## src/rtl/ctrl_pkg.sv

```systemverilog
// rtl/ctrl_pkg.sv - shared control-word layout for the ID-side packer and the pipeline unpacker
package ctrl_pkg;

   localparam int CTRL_W       = 32;
   localparam int CTRL_USED_W  = 8;

   localparam int REGDST_BIT   = 7;
   localparam int ALUSRC_BIT   = 6;
   localparam int ALUOP_LSB    = 4;
   localparam int MEMWRITE_BIT = 3;
   localparam int MEMREAD_BIT  = 2;
   localparam int MEMTOREG_BIT = 1;
   localparam int REGWRITE_BIT = 0;

   typedef struct packed {
      logic       reg_dst;
      logic       alu_src;
      logic [1:0] alu_op;
      logic       mem_write;
      logic       mem_read;
      logic       mem_to_reg;
      logic       reg_write;
   } ctrl_t;

   typedef struct packed {
      logic  valid;
      ctrl_t c;
   } ex_stage_t;

   typedef struct packed {
      logic valid;
      logic mem_write;
      logic mem_read;
      logic mem_to_reg;
      logic reg_write;
   } mem_stage_t;

   typedef struct packed {
      logic valid;
      logic mem_to_reg;
      logic reg_write;
   } wb_stage_t;

   localparam ctrl_t CTRL_BUBBLE = '0;

   function automatic ctrl_t ctrl_unpack(input logic [CTRL_USED_W-1:0] w);
      ctrl_t c;
      c            = CTRL_BUBBLE;
      c.reg_dst    = w[REGDST_BIT];
      c.alu_src    = w[ALUSRC_BIT];
      c.alu_op     = w[ALUOP_LSB +: 2];
      c.mem_write  = w[MEMWRITE_BIT];
      c.mem_read   = w[MEMREAD_BIT];
      c.mem_to_reg = w[MEMTOREG_BIT];
      c.reg_write  = w[REGWRITE_BIT];
      return c;
   endfunction

   // Encoder side: reserved bits always leave ID as zero.
   function automatic logic [CTRL_W-1:0] ctrl_pack(input ctrl_t c);
      logic [CTRL_W-1:0] w;
      w                  = '0;
      w[REGDST_BIT]      = c.reg_dst;
      w[ALUSRC_BIT]      = c.alu_src;
      w[ALUOP_LSB +: 2]  = c.alu_op;
      w[MEMWRITE_BIT]    = c.mem_write;
      w[MEMREAD_BIT]     = c.mem_read;
      w[MEMTOREG_BIT]    = c.mem_to_reg;
      w[REGWRITE_BIT]    = c.reg_write;
      return w;
   endfunction

endpackage

```

## src/rtl/control_pipe_unpack_if.sv

```systemverilog
// rtl/control_pipe_unpack_if.sv - ID-side control word and hazard inputs feeding the unpacker
interface control_pipe_unpack_if;
   import ctrl_pkg::*;

   logic [CTRL_W-1:0] Control_Signal_i;
   logic              valid_i;
   logic              stall_i;
   logic              flush_i;

   modport master (output Control_Signal_i, valid_i, stall_i, flush_i);
   modport slave  (input  Control_Signal_i, valid_i, stall_i, flush_i);
endinterface

```

## src/rtl/ctrl_stage_reg.sv

```systemverilog
// rtl/ctrl_stage_reg.sv - pipeline stage register with hold and clear-to-bubble (bubble is all zero)
module ctrl_stage_reg #(
   parameter int W = 9
) (
   input  logic         clk,
   input  logic         rst_n,
   input  logic         hold,
   input  logic         clear,
   input  logic [W-1:0] d,
   output logic [W-1:0] q
);

   // hold outranks clear so a flush raised during a stall is dropped
   always_ff @(posedge clk or negedge rst_n) begin
      if (!rst_n) begin
         q <= '0;
      end else if (hold) begin
         q <= q;
      end else if (clear) begin
         q <= '0;
      end else begin
         q <= d;
      end
   end

endmodule

```

## src/rtl/control_pipe_unpack.sv

```systemverilog
// rtl/control_pipe_unpack.sv - ID/EX capture and EX/MEM, MEM/WB carry of the packed control word
// Reserved-bit checking and error counting are built only with CTRL_RSVD_CHECK_EN defined.
module control_pipe_unpack
   import ctrl_pkg::*;
#(
   parameter int ERR_CNT_W = 8
) (
   input  logic                 clk_i,
   input  logic                 rst_i,
   control_pipe_unpack_if.slave ctrl,
   output logic                 RegDst_o,
   output logic                 ALUSrc_o,
   output logic [1:0]           ALUOp_o,
   output logic                 ex_valid_o,
   output logic                 MemWrite_o,
   output logic                 MemRead_o,
   output logic                 mem_valid_o,
   output logic                 MemtoReg_o,
   output logic                 RegWrite_o,
   output logic                 wb_valid_o,
   output logic                 rsvd_err_o,
   output logic [ERR_CNT_W-1:0] err_cnt_o
);

   ex_stage_t  id_ex_d,  id_ex_q;
   mem_stage_t ex_mem_d, ex_mem_q;
   wb_stage_t  mem_wb_d, mem_wb_q;
   logic       rsvd_viol;
   logic       id_ex_clear;

`ifdef CTRL_RSVD_CHECK_EN
   logic                 rsvd_err;
   logic [ERR_CNT_W-1:0] err_cnt;
   logic                 count_viol;

   assign rsvd_viol  = ctrl.valid_i && (ctrl.Control_Signal_i[CTRL_W-1:CTRL_USED_W] != '0);
   // Only words that would really be captured are counted; stalled or flushed ones are not.
   assign count_viol = rsvd_viol && !ctrl.stall_i && !ctrl.flush_i;

   always_ff @(posedge clk_i or negedge rst_i) begin
      if (!rst_i) begin
         rsvd_err <= 1'b0;
         err_cnt  <= '0;
      end else if (count_viol) begin
         rsvd_err <= 1'b1;
         if (err_cnt != '1) begin
            err_cnt <= err_cnt + ERR_CNT_W'(1);
         end
      end
   end

   assign rsvd_err_o = rsvd_err;
   assign err_cnt_o  = err_cnt;
`else
   wire unused_rsvd = ^ctrl.Control_Signal_i[CTRL_W-1:CTRL_USED_W];

   assign rsvd_viol  = 1'b0;
   assign rsvd_err_o = 1'b0;
   assign err_cnt_o  = '0;
`endif

   assign id_ex_d.valid = 1'b1;
   assign id_ex_d.c     = ctrl_unpack(ctrl.Control_Signal_i[CTRL_USED_W-1:0]);
   assign id_ex_clear   = ctrl.flush_i || !ctrl.valid_i || rsvd_viol;

   ctrl_stage_reg #(.W($bits(ex_stage_t))) u_id_ex (
      .clk   (clk_i),
      .rst_n (rst_i),
      .hold  (ctrl.stall_i),
      .clear (id_ex_clear),
      .d     (id_ex_d),
      .q     (id_ex_q)
   );

   assign ex_mem_d.valid      = id_ex_q.valid;
   assign ex_mem_d.mem_write  = id_ex_q.c.mem_write;
   assign ex_mem_d.mem_read   = id_ex_q.c.mem_read;
   assign ex_mem_d.mem_to_reg = id_ex_q.c.mem_to_reg;
   assign ex_mem_d.reg_write  = id_ex_q.c.reg_write;

   ctrl_stage_reg #(.W($bits(mem_stage_t))) u_ex_mem (
      .clk   (clk_i),
      .rst_n (rst_i),
      .hold  (ctrl.stall_i),
      .clear (1'b0),
      .d     (ex_mem_d),
      .q     (ex_mem_q)
   );

   assign mem_wb_d.valid      = ex_mem_q.valid;
   assign mem_wb_d.mem_to_reg = ex_mem_q.mem_to_reg;
   assign mem_wb_d.reg_write  = ex_mem_q.reg_write;

   ctrl_stage_reg #(.W($bits(wb_stage_t))) u_mem_wb (
      .clk   (clk_i),
      .rst_n (rst_i),
      .hold  (ctrl.stall_i),
      .clear (1'b0),
      .d     (mem_wb_d),
      .q     (mem_wb_q)
   );

   assign RegDst_o    = id_ex_q.c.reg_dst;
   assign ALUSrc_o    = id_ex_q.c.alu_src;
   assign ALUOp_o     = id_ex_q.c.alu_op;
   assign ex_valid_o  = id_ex_q.valid;
   assign MemWrite_o  = ex_mem_q.mem_write;
   assign MemRead_o   = ex_mem_q.mem_read;
   assign mem_valid_o = ex_mem_q.valid;
   assign MemtoReg_o  = mem_wb_q.mem_to_reg;
   assign RegWrite_o  = mem_wb_q.reg_write;
   assign wb_valid_o  = mem_wb_q.valid;

endmodule
```

## src/flat_wrapper.sv

```systemverilog
// flat-port wrapper written by rule: the top's interface ports become plain ports
module control_pipe_unpack_flat import ctrl_pkg::*;
#(
   parameter int ERR_CNT_W = 8
)
  (clk_i, rst_i, RegDst_o, ALUSrc_o, ALUOp_o, ex_valid_o, MemWrite_o, MemRead_o, mem_valid_o, MemtoReg_o, RegWrite_o, wb_valid_o, rsvd_err_o, err_cnt_o, ctrl_Control_Signal_i, ctrl_valid_i, ctrl_stall_i, ctrl_flush_i);
  control_pipe_unpack_if ctrl_i ();
  input  logic clk_i;
  input  logic rst_i;
  output logic RegDst_o;
  output logic ALUSrc_o;
  output logic [1:0] ALUOp_o;
  output logic ex_valid_o;
  output logic MemWrite_o;
  output logic MemRead_o;
  output logic mem_valid_o;
  output logic MemtoReg_o;
  output logic RegWrite_o;
  output logic wb_valid_o;
  output logic rsvd_err_o;
  output logic [ERR_CNT_W-1:0] err_cnt_o;
  input wire logic [$bits(ctrl_i.Control_Signal_i)-1:0] ctrl_Control_Signal_i;
  input wire logic [$bits(ctrl_i.valid_i)-1:0] ctrl_valid_i;
  input wire logic [$bits(ctrl_i.stall_i)-1:0] ctrl_stall_i;
  input wire logic [$bits(ctrl_i.flush_i)-1:0] ctrl_flush_i;
  assign ctrl_i.Control_Signal_i = ctrl_Control_Signal_i;
  assign ctrl_i.valid_i = ctrl_valid_i;
  assign ctrl_i.stall_i = ctrl_stall_i;
  assign ctrl_i.flush_i = ctrl_flush_i;
  control_pipe_unpack #(.ERR_CNT_W(ERR_CNT_W)) u_core (.clk_i(clk_i), .rst_i(rst_i), .ctrl(ctrl_i), .RegDst_o(RegDst_o), .ALUSrc_o(ALUSrc_o), .ALUOp_o(ALUOp_o), .ex_valid_o(ex_valid_o), .MemWrite_o(MemWrite_o), .MemRead_o(MemRead_o), .mem_valid_o(mem_valid_o), .MemtoReg_o(MemtoReg_o), .RegWrite_o(RegWrite_o), .wb_valid_o(wb_valid_o), .rsvd_err_o(rsvd_err_o), .err_cnt_o(err_cnt_o));
endmodule
```

## config.mk

```make
export PLATFORM = sky130hd
export DESIGN_NAME = control_pipe_unpack_flat
export DESIGN_NICKNAME = d
export VERILOG_FILES = /design/src/rtl/ctrl_pkg.sv /design/src/rtl/control_pipe_unpack_if.sv /design/src/rtl/ctrl_stage_reg.sv /design/src/rtl/control_pipe_unpack.sv /design/src/flat_wrapper.sv
export SDC_FILE = /design/constraint.sdc
export NUM_CORES = 1
export LEC_CHECK = 0
export ABC_AREA = 0
export CELL_PAD_IN_SITES_DETAIL_PLACEMENT = 0
export CELL_PAD_IN_SITES_GLOBAL_PLACEMENT = 1
export CORE_MARGIN = 1.5
export CORE_UTILIZATION = 26
export DETAILED_ROUTE_END_ITERATION = 7
export PLACE_DENSITY = 0.95
export SKIP_CTS_REPAIR_TIMING = 1
export SLEW_MARGIN = 20
export SYNTH_ARGS = -nofsm -noshare
export SYNTH_HDL_FRONTEND = slang
export SYNTH_HIERARCHICAL = 1
export SYNTH_SLANG_ARGS = --single-unit
```

## constraint.sdc

```tcl
create_clock -name clk_i -period 1.7 [get_ports clk_i]
set_input_delay 0.34 -clock clk_i [delete_from_list [all_inputs] [get_ports clk_i]]
set_output_delay 0.34 -clock clk_i [all_outputs]
set_load 0.02 [all_outputs]
```

==> impl_results.md <==
* Cells after Synth at 80
* R2r setup slk at 1.00 ns
* Register bit total from synthesis at 17
* Total gr overflow at 0
* GRT Util Overall at 8.845%
* Fillers at 321
* Cell area power density at 716.8 mW/mm^2
* Core Region at 0.003003 sq mm
* Leakage at 0.0004802 uW
* Via density at 3.801
* First-pass GRT wire length at 2.283 mm
* Multi-input logic area at 335.3 sq um
* Fin crit period at 1.626 ns
* Final Max Tran Viols at 0
* DR pass1 iterations at 3
* # H-tree levels at 1
* CP Buf/Inv Count at 1
* Die area at 0.003462 sq mm
* Via total after detailed routing at 555
* Worst Path Max Fanout at 3
* Top Family by Delay on Critical Path: buffers and inverters
* Synth top area cells: dfrtp_1 (52%), nand2b_1 (12%), buf_4 (8.3%)
* Inst Count DP at 142
* Final Hold Fails at 0
* Root buffer cell: clkbuf_4
* Largest net degree at the start of global routing at 35
* Initial DRC count at 5
* Antenna fix cells at 0
* Worst-case clock buffer depth at 2
* Clock Latency Late Sink at 0.28 ns
* Syn_area_per_cell at 10.13 sq um
* Share of the synthesized area in the top cell type at 52.47%
* TritonCTS clock tree: yes
* CP Capture Type: primary output
* Synthesized area at 810.8 sq um
* Worst vdd ir at 0.0004415 V
* Clk_skew at 0.0009810 ns
* Worst Setup Path Type: register to primary output
* Avg WL per Cell at 9.253 um
* Initial antenna violation count at 0
* Netlist cell types at 12
* Cell Count, Final, Fillers Out at 146
* Layout cells sized above 1 at 7.965%
* Fmax at 614.9 MHz
* TritonCTS buffer count at 3
* Warnings from Yosys at 6
* Final TNS setup at 0 ns
* WP data required at 1.36 ns
* Largest area contributor in the netlist: dfrtp_1
* CP max stage cell: clkdlybuf4s50_1
* Remaining antenna violation count at 0
* Layout Nets at 151
* R2r startpoint: u_core/u_id_ex/q[6]$_DFFE_PN0N_
* Clock sink count at 17
* Reg2reg path depth at 1
* Startpoint Class: register
* RSZ-0062 raised after global routing: false
* Die width at 58.84 um
* Placer Congestion at 0.6711
* FF+latch area at 425.4 sq um
* # setup viols final at 0
* Tcrit/Tclk final at 95.67%
* IO Count at 57
* MaxCap Viol Count at 0
* Starting Density at 27.00%
* Final HPWL from detailed placement at 1.009 mm
* Reg2reg end: u_core/u_id_ex/q[6]$_DFFE_PN0N_
* Synth-to-layout area growth at 33.95%
* Post-synthesis sequential area ratio at 52.47%
* Vias in the first global route at 569
* DRC viols at 0
* Max stage delay on crit path at 0.62 ns
* Clock slew at reported path FFs at 0.09 ns
* PortBufs at 23
* HP Class: input port to asynchronous set/reset pin
* Crit path cell chain: clkdlybuf4s50_1
* Status: finished clean
* Die height at 58.84 um
* CP Data Arrival Time at 1.29 ns
* Rows at 20
* Post-Route WL at 1.351 mm
## cell usage after synthesis
| library cell | count |
|---|---|
| buf_12 | 1 |
| nand2b_1 | 15 |
| o21ai_0 | 11 |
| a22o_1 | 3 |
| buf_4 | 9 |
| buf_6 | 2 |
| nor2_1 | 2 |
| nor2_2 | 1 |
| conb_1 | 2 |
| nand2_1 | 14 |
| dfrtp_1 | 17 |
| o21ai_2 | 3 |
## state kept, by name (all words and copies together) (netlist names)
| signal | flops |
|---|---|
| u_core/u_ex_mem/q | 5 |
| u_core/u_id_ex/q | 9 |
| u_core/u_mem_wb/q | 3 |
## metrics by stage
step / hold slack [ns] / setup WS [ns] / instance area, sq um / util [%] / total power [uW]
final: 0.3781 / 0.07363 / 1086 / 36.17 / 778.4
after global routing: 0.3627 / 0.007336 / 1086 / 36.17 / 833.4
after CTS: 0.3710 / 0.04546 / 1086 / 36.17 / 797.7
after detailed placement: 0.4798 / 0.2333 / 1060 / 35.29 / 583.5
after global placement: 0.4666 / 0.2788 / 1060 / 35.29 / 578.9
after floorplan: 0.04441 / 0.8277 / 870.8 / - / 532.9
## cell families (layout without fill, tap and decap cells)
group | Yosys count | count (layout) | share of synthesized area (%)
AO/OA/AOI/OAI | 17 | 17 | 13.27
buffers and inverters | 12 | 29 | 13.58
flip-flops | 17 | 17 | 52.47
other | 2 | 18 | 0.9263
AND/OR/NAND/NOR | 32 | 32 | 19.75
## layout by cell type (no fill, tap or decap)
cell / netlist / layout
clkdlybuf4s50_1: 0 / 23
buf_12: 1 / 1
o21ai_0: 11 / 11
buf_4: 9 / 1
nand2b_1: 15 / 15
nand2_1: 14 / 14
clkbuf_4: 0 / 3
a22o_1: 3 / 3
o21ai_2: 3 / 3
nor2_1: 2 / 2
clkbuf_1: 0 / 1
nor2_2: 1 / 1
conb_1: 2 / 18
dfrtp_1: 17 / 17
## final cells by class
| cell class | count | area share (%) |
|---|---|---|
| Timing Repair Buffer | 25 | 23.73 |
| Multi-Input combinational cell | 67 | 30.88 |
| Sequential cell | 17 | 39.17 |
| Clock buffer | 4 | 2.419 |
| Tap cell | 33 | 3.802 |
## worst max-delay path by stage
| stage | startpoint | to | slack [ns] | depth (start not counted) |
|---|---|---|---|---|
| 2_1_floorplan | ctrl_flush_i | u_core/u_id_ex/q[0]$_DFFE_PN0N_ | 0.83 | 3 |
| 3_3_place_gp | ctrl_flush_i | u_core/u_id_ex/q[6]$_DFFE_PN0N_ | 0.28 | 4 |
| 3_5_place_dp | ctrl_flush_i | u_core/u_id_ex/q[6]$_DFFE_PN0N_ | 0.23 | 4 |
| 4_1_cts | u_core/u_id_ex/q[8]$_DFFE_PN0N_ | ex_valid_o | 0.05 | 1 |
| 5_1_grt | u_core/u_id_ex/q[8]$_DFFE_PN0N_ | ex_valid_o | 0.007 | 1 |
| 6_report | u_core/u_id_ex/q[8]$_DFFE_PN0N_ | ex_valid_o | 0.07 | 1 |
## report_power, final
| group | switching [uW] | internal, uW | leakage [uW] |
|---|---|---|---|
| clock network | 114 | 91.0 | 0.0000150 |
| logic | 73.4 | 66.5 | 0.000234 |
| registers | 10.9 | 423 | 0.000232 |
## metal layers
layer  vias to the layer above  share of wire [%]  global-route usage [%]  wire length (um)
li1                        297                  -                       -                 -
met1                       240                 44                   8.815               590
met2                        18                 49                   16.67               668
met3                         0                6.8                   4.615                92
met4                         0                  0                  0.9740                 0
met5                         -                  0                       0                 0
Power figures use the tool's default switching activity.
